[src/rtl/addsub_pkg.sv]
// Shared definitions for the bit-serial adder/subtractor: FSM state encoding
// and operation select constants.
package addsub_pkg;

  typedef enum logic [1:0] {
    IDLE = 2'd0,
    RUN  = 2'd1,
    DONE = 2'd2
  } state_t;

  localparam logic OP_ADD = 1'b0;
  localparam logic OP_SUB = 1'b1;

endpackage

[src/rtl/fulladder.sv]
// Single-bit full adder cell: sum and carry-out of three input bits.
module fulladder (
  input  logic i_a,
  input  logic i_b,
  input  logic i_c,
  output logic o_s,
  output logic o_c
);

  assign o_s = i_a ^ i_b ^ i_c;
  assign o_c = (i_a & i_b) | (i_a & i_c) | (i_b & i_c);

endmodule

[src/rtl/serial_addsub.sv]
// Bit-serial N-bit adder/subtractor, LSB first through one full-adder cell.
// Optional signed-overflow output enabled by defining SERIAL_ADDSUB_OVF_EN.
module serial_addsub
  import addsub_pkg::*;
#(
  parameter int N = 8
) (
  input  logic         clk,
  input  logic         rst,
  input  logic         start,
  input  logic         sub,
  input  logic [N-1:0] a,
  input  logic [N-1:0] b,
  output logic         busy,
  output logic         done,
  output logic [N-1:0] result,
  output logic         cout,
`ifdef SERIAL_ADDSUB_OVF_EN
  output logic         ovf,
`endif
  output state_t       dbg_state
);

  localparam int CW = $clog2(N + 1);
  localparam logic [CW-1:0] TC = CW'(N - 1);

  // Handshake: a request is accepted on any rising edge where start is high
  // and the FSM is in IDLE or DONE; start seen during RUN is dropped.

  state_t        r_state;
  state_t        w_next;
  logic          w_accept;
  logic          w_last;

  logic [N-1:0]  r_sa;
  logic [N-1:0]  r_sb;
  logic          r_carry;
  logic [CW-1:0] r_cnt;
  logic [N-1:0]  r_res;
  logic          r_cout;
  logic          r_busy;
  logic          r_done;
  logic          w_s;
  logic          w_c;

`ifdef SERIAL_ADDSUB_OVF_EN
  logic          r_cin_msb;
`endif

  fulladder u_fa (
    .i_a (r_sa[0]),
    .i_b (r_sb[0]),
    .i_c (r_carry),
    .o_s (w_s),
    .o_c (w_c)
  );

  always_ff @(posedge clk) begin
    if (rst) r_state <= IDLE;
    else     r_state <= w_next;
  end

  always_comb begin
    w_next   = r_state;
    w_accept = 1'b0;
    w_last   = 1'b0;
    case (r_state)
      IDLE: begin
        if (start) begin
          w_accept = 1'b1;
          w_next   = RUN;
        end
      end
      RUN: begin
        if (r_cnt == TC) begin
          w_last = 1'b1;
          w_next = DONE;
        end
      end
      DONE: begin
        if (start) begin
          w_accept = 1'b1;
          w_next   = RUN;
        end else begin
          w_next = IDLE;
        end
      end
      default: w_next = IDLE;
    endcase
  end

  // Subtraction is a + ~b + 1: invert B on load and seed the carry with 1.
  always_ff @(posedge clk) begin
    if (rst) begin
      r_sa    <= '0;
      r_sb    <= '0;
      r_carry <= 1'b0;
      r_cnt   <= '0;
      r_res   <= '0;
      r_cout  <= 1'b0;
      r_busy  <= 1'b0;
      r_done  <= 1'b0;
    end else begin
      r_busy <= (w_next == RUN);
      r_done <= (w_next == DONE);
      if (w_accept) begin
        r_sa    <= a;
        r_sb    <= b ^ {N{sub == OP_SUB}};
        r_carry <= (sub == OP_SUB);
        r_cnt   <= '0;
        r_res   <= '0;
      end else if (r_state == RUN) begin
        r_res   <= {w_s, r_res[N-1:1]};
        r_sa    <= {1'b0, r_sa[N-1:1]};
        r_sb    <= {1'b0, r_sb[N-1:1]};
        r_carry <= w_c;
        r_cnt   <= r_cnt + CW'(1);
        if (w_last) r_cout <= w_c;
      end
    end
  end

`ifdef SERIAL_ADDSUB_OVF_EN
  // Carry entering the MSB stage; XOR with the final carry gives signed overflow.
  always_ff @(posedge clk) begin
    if (rst)                           r_cin_msb <= 1'b0;
    else if (r_state == RUN && w_last) r_cin_msb <= r_carry;
  end

  assign ovf = r_cin_msb ^ r_cout;
`endif

  assign busy      = r_busy;
  assign done      = r_done;
  assign result    = r_res;
  assign cout      = r_cout;
  assign dbg_state = r_state;

endmodule

[config.mk]
export PLATFORM = sky130hd
export DESIGN_NAME = serial_addsub
export DESIGN_NICKNAME = d
export VERILOG_FILES = /design/src/rtl/addsub_pkg.sv /design/src/rtl/fulladder.sv /design/src/rtl/serial_addsub.sv
export SDC_FILE = /design/constraint.sdc
export NUM_CORES = 1
export LEC_CHECK = 0
export CAP_MARGIN = 20
export CORE_MARGIN = 5
export CORE_UTILIZATION = 37
export CTS_CLUSTER_DIAMETER = 150
export DETAILED_ROUTE_END_ITERATION = 10
export PLACE_DENSITY = 0.62
export SLEW_MARGIN = 20
export SYNTH_ARGS = -nofsm -noshare
export SYNTH_HDL_FRONTEND = slang
export SYNTH_SLANG_ARGS = --single-unit
[constraint.sdc]
create_clock -name clk -period 1.2 [get_ports clk]
set_input_delay 0.24 -clock clk [delete_from_list [all_inputs] [get_ports clk]]
set_output_delay 0.24 -clock clk [all_outputs]
set_load 0.02 [all_outputs]
==> results.tsv <==
stage	metric	value	unit
drt	TritonRoute pass-1 iters	4	
die	top-level port count	33	
power_and_ir_drop	PwrDens	1200	nW/µm²
final_layout	area delta synth->final	46.5	%
sta	Fin. Hold Viols	0	
min_path	HP Class	flip-flop to flip-flop	
clock_tree	clock buffer count from CTS	5	
clock_tree	worst skew pair latency	0.28	ns
final_layout	fill count	325	
sta	Setup WS post-layout	-0.0364	ns
die	chip width	72.1	µm
drt	met1 WL	1420	µm
logic_synthesis	distinct cell type count after synthesis	27	
die	starting density of the core	38.6	%
clock_tree	CTS tree	yes	
worst_setup_path	Setup crit start kind	flip-flop	
logic_synthesis	Netlist Area Pre-Place	1430	µm²
final_layout	layout cells sized above 1	24.2	%
logic_synthesis	Synth Area per Inst	8.59	µm²
power_and_ir_drop	sequential cell fraction of total power	49.1	%
sta	period utilization	103	%
power_and_ir_drop	Comb power frac	16.9	%
grt	total global-route track usage	12.3	%
drt	routed vias	1303	
die	Die Footprint	5190	µm²
logic_synthesis	ys flop type	dfxtp_1	
clock_tree	CTS root buf	clkbuf_8	
die	Die H	72.1	µm
grt	largest net degree at the start of global routing	17	
power_and_ir_drop	Sw Ratio	25.3	%
worst_setup_path	CP bufs+invs	2	
clock_tree	# hold bufs at CTS	0	
logic_synthesis	Async SR Flop Fraction	0	%
clock_tree	htree depth	2	
die	Core Region	3690	µm²
sta	final setup vio count	5	
logic_synthesis	Area contributors post-synth	dfxtp_1, nand2_1, a21oi_1, xor2_1, a22oi_1	
power_and_ir_drop	Clk pwr share	34.0	%
flow_run	max-cap viol count	0	
drt	WL/cell	12.0	µm
drt	met3 routed WL	216	µm
worst_setup_path	worst path required time	1.37	ns
sta	Max Clock Skew	0.00215	ns
sta	slew margin rel.	84.7	%
clock_tree	Post CTS Setup Buffer Count	0	
run_status	failing checks	setup timing	
power_and_ir_drop	Sw Pwr	0.000634	W
placement	placed cells	258	
drt	Highest Signal Layer	met4	
logic_synthesis	Post-synth EDFFs	0	
logic_synthesis	synth cell count leaders	dfxtp_1, nand2_1, a21oi_1, nand3_1, xor2_1	
drt	Routed WL	3200	µm
worst_setup_path	critical path class	flip-flop to flip-flop	
drt	Residual DRC	0	
grt	initial antenna violation count	0	
placement	Final GP Congestion	0.724	
logic_synthesis	fraction of the yosys area taken by sequential cells	47.8	%
logic_synthesis	post-synth top area cell	dfxtp_1	
sta	Slew Viols, Final	0	
power_and_ir_drop	peak supply drop	740	µV
final_layout	Layout Cells excl Fill	267	
worst_setup_path	Arrival @ worst endpoint	1.41	ns
sta	hold_ws	0.462	ns
worst_setup_path	R2R Setup Slk	-0.04	ns
logic_synthesis	Synth top area share	47.8	%
sta	fmax	809	MHz
worst_setup_path	Max stage delay on crit path	0.37	ns
worst_setup_path	Crit Path Max Fanout	4	
grt	number of global-route vias before repair	1193	
logic_synthesis	Yosys reg bits	34	
clock_tree	clock tree sinks	34	
sta	Final min period	1.24	ns
worst_setup_path	Critical Path Sink Type	flip-flop	
sta	Worst-Margin Slew	0.229	ns
placement	port bufs	32	
final_layout	post-layout net count	240	
placement	Final HPWL DP	2300	µm
power_and_ir_drop	Pint	0.00187	W
worst_setup_path	crit-path cells	buf_6 > and2b_2 > buf_4 > a22oi_1 > a21oi_1	
drt	met2 WL post-DR	1520	µm
worst_setup_path	CP max stage cell	dfxtp_4	
drt	ANT nets after route	0	
logic_synthesis	Synthesis Warnings	0	
clock_tree	Clock Pin Slew Worst Setup and Hold Paths	0.07	ns
die	FP Rows	22	
logic_synthesis	syn nets	188	
final_layout	ant diodes	0	
clock_tree	CTS Buffer Depth	2	
grt	total gr overflow	0	
power_and_ir_drop	P_leak	0.790	nW
drt	vias per cell	4.88	
sta	RSZ-0062 raised after global routing	yes	
logic_synthesis	Mapped Cells	166	
placement	dpl ws	-0.314	ns
worst_setup_path	critical path's top delay family	flip-flops	
drt	DRT iter0 DRCs	50	
grt	first-pass GRT wire length	5010	µm
run_status	status	finished, violations left	
## registers in the layout (all words and copies together), names as in the netlist
signal     flops
result         8
dbg_state      2
busy           1
r_sb           8
r_carry        1
r_cnt          4
done           1
cout           1
r_sa           8
## area by class of cell
type	instances	area, µm²	area share [%]
inverters	2	7.51	0.359
multi-input cells	117	704	33.7
flip-flops and latches	34	688	33.0
well taps	48	60.1	2.88
repair buffers	58	537	25.7
clock inverters	1	5.00	0.240
clock buffers	7	86.3	4.13
## metal layers
metal  vias up  track usage [%]
met5         -                0
met4         0             4.38
met3         6             5.40
met2        38             20.4
met1       591             13.8
li1        668                -
## worst min-delay path, stage by stage (launching register included)
cell     delay (ns)
dfxtp_1        0.31
nand2_1        0.05
a21oi_1        0.05
## power by group through the flow
stage | clock network (W) | registers [W] | logic [W]
global placement | 0 | 0.00124 | 0.000372
global route | 0.000928 | 0.00123 | 0.000466
floorplan | 0 | 0.00125 | 0.000214
detailed placement | 0 | 0.00125 | 0.000379
CTS | 0.000874 | 0.00122 | 0.000386
finish | 0.000852 | 0.00123 | 0.000423
## metrics by stage
stage / cell area (µm²) / total power (W) / utilization, % / TNS (ns)
after floorplan: 1430 / 0.00146 / - / 0
after global placement: 1920 / 0.00162 / 52.0 / -3.91
after detailed placement: 1920 / 0.00162 / 52.0 / -4.58
after CTS: 2020 / 0.00248 / 54.7 / -0.168
after global routing: 2090 / 0.00262 / 56.6 / -0.759
final: 2090 / 0.00250 / 56.6 / -0.0857
## cells by family (layout without fill, tap and decap cells)
kind of cell	Yosys count	count (layout)	synth area share [%]
AO/OA/AOI/OAI	44	44	17.6
flip-flops	34	34	47.8
adder cells (fa/ha/maj)	2	2	2.28
buffers and inverters	15	68	6.67
AND/OR/NAND/NOR	60	60	18.8
multiplexers	1	1	0.702
XOR/XNOR	10	10	6.15
## cell usage in the layout (no fill, tap or decap), drive strengths merged, types with 2 or more instances in the layout
cell type,Yosys,routed
nand2,34,34
dfxtp,34,34
buf,12,26
a21oi,21,21
clkdlybuf4s50,0,19
clkdlybuf4s15,0,11
nand3,10,10
xor2,9,9
clkbuf,1,9
o21ai,8,8
a22oi,8,8
a31oi,6,6
nor2,5,5
nor3,3,3
nand2b,2,2
or3,2,2
inv,2,2
nand3b,2,2
## final timing paths
check	depth (start not counted)	from	end
setup / recovery	5	dbg_state[0]$_SDFF_PP0_	r_sb[6]$_SDFFE_PP0P_
hold / removal	2	result[0]$_SDFFE_PP0P_	result[0]$_SDFFE_PP0P_
hold reg to reg	2	result[0]$_SDFFE_PP0P_	result[0]$_SDFFE_PP0P_
setup reg to reg	5	dbg_state[0]$_SDFF_PP0_	r_sb[6]$_SDFFE_PP0P_
## what timing repair did
action	CTS	global route
pin swaps	0	9
gates cloned	0	1
endpoints found under the setup margin	33	35
resized for setup	25	31
hold endpoints to repair	0	0
No activity file was read; power rests on OpenSTA's default activity.
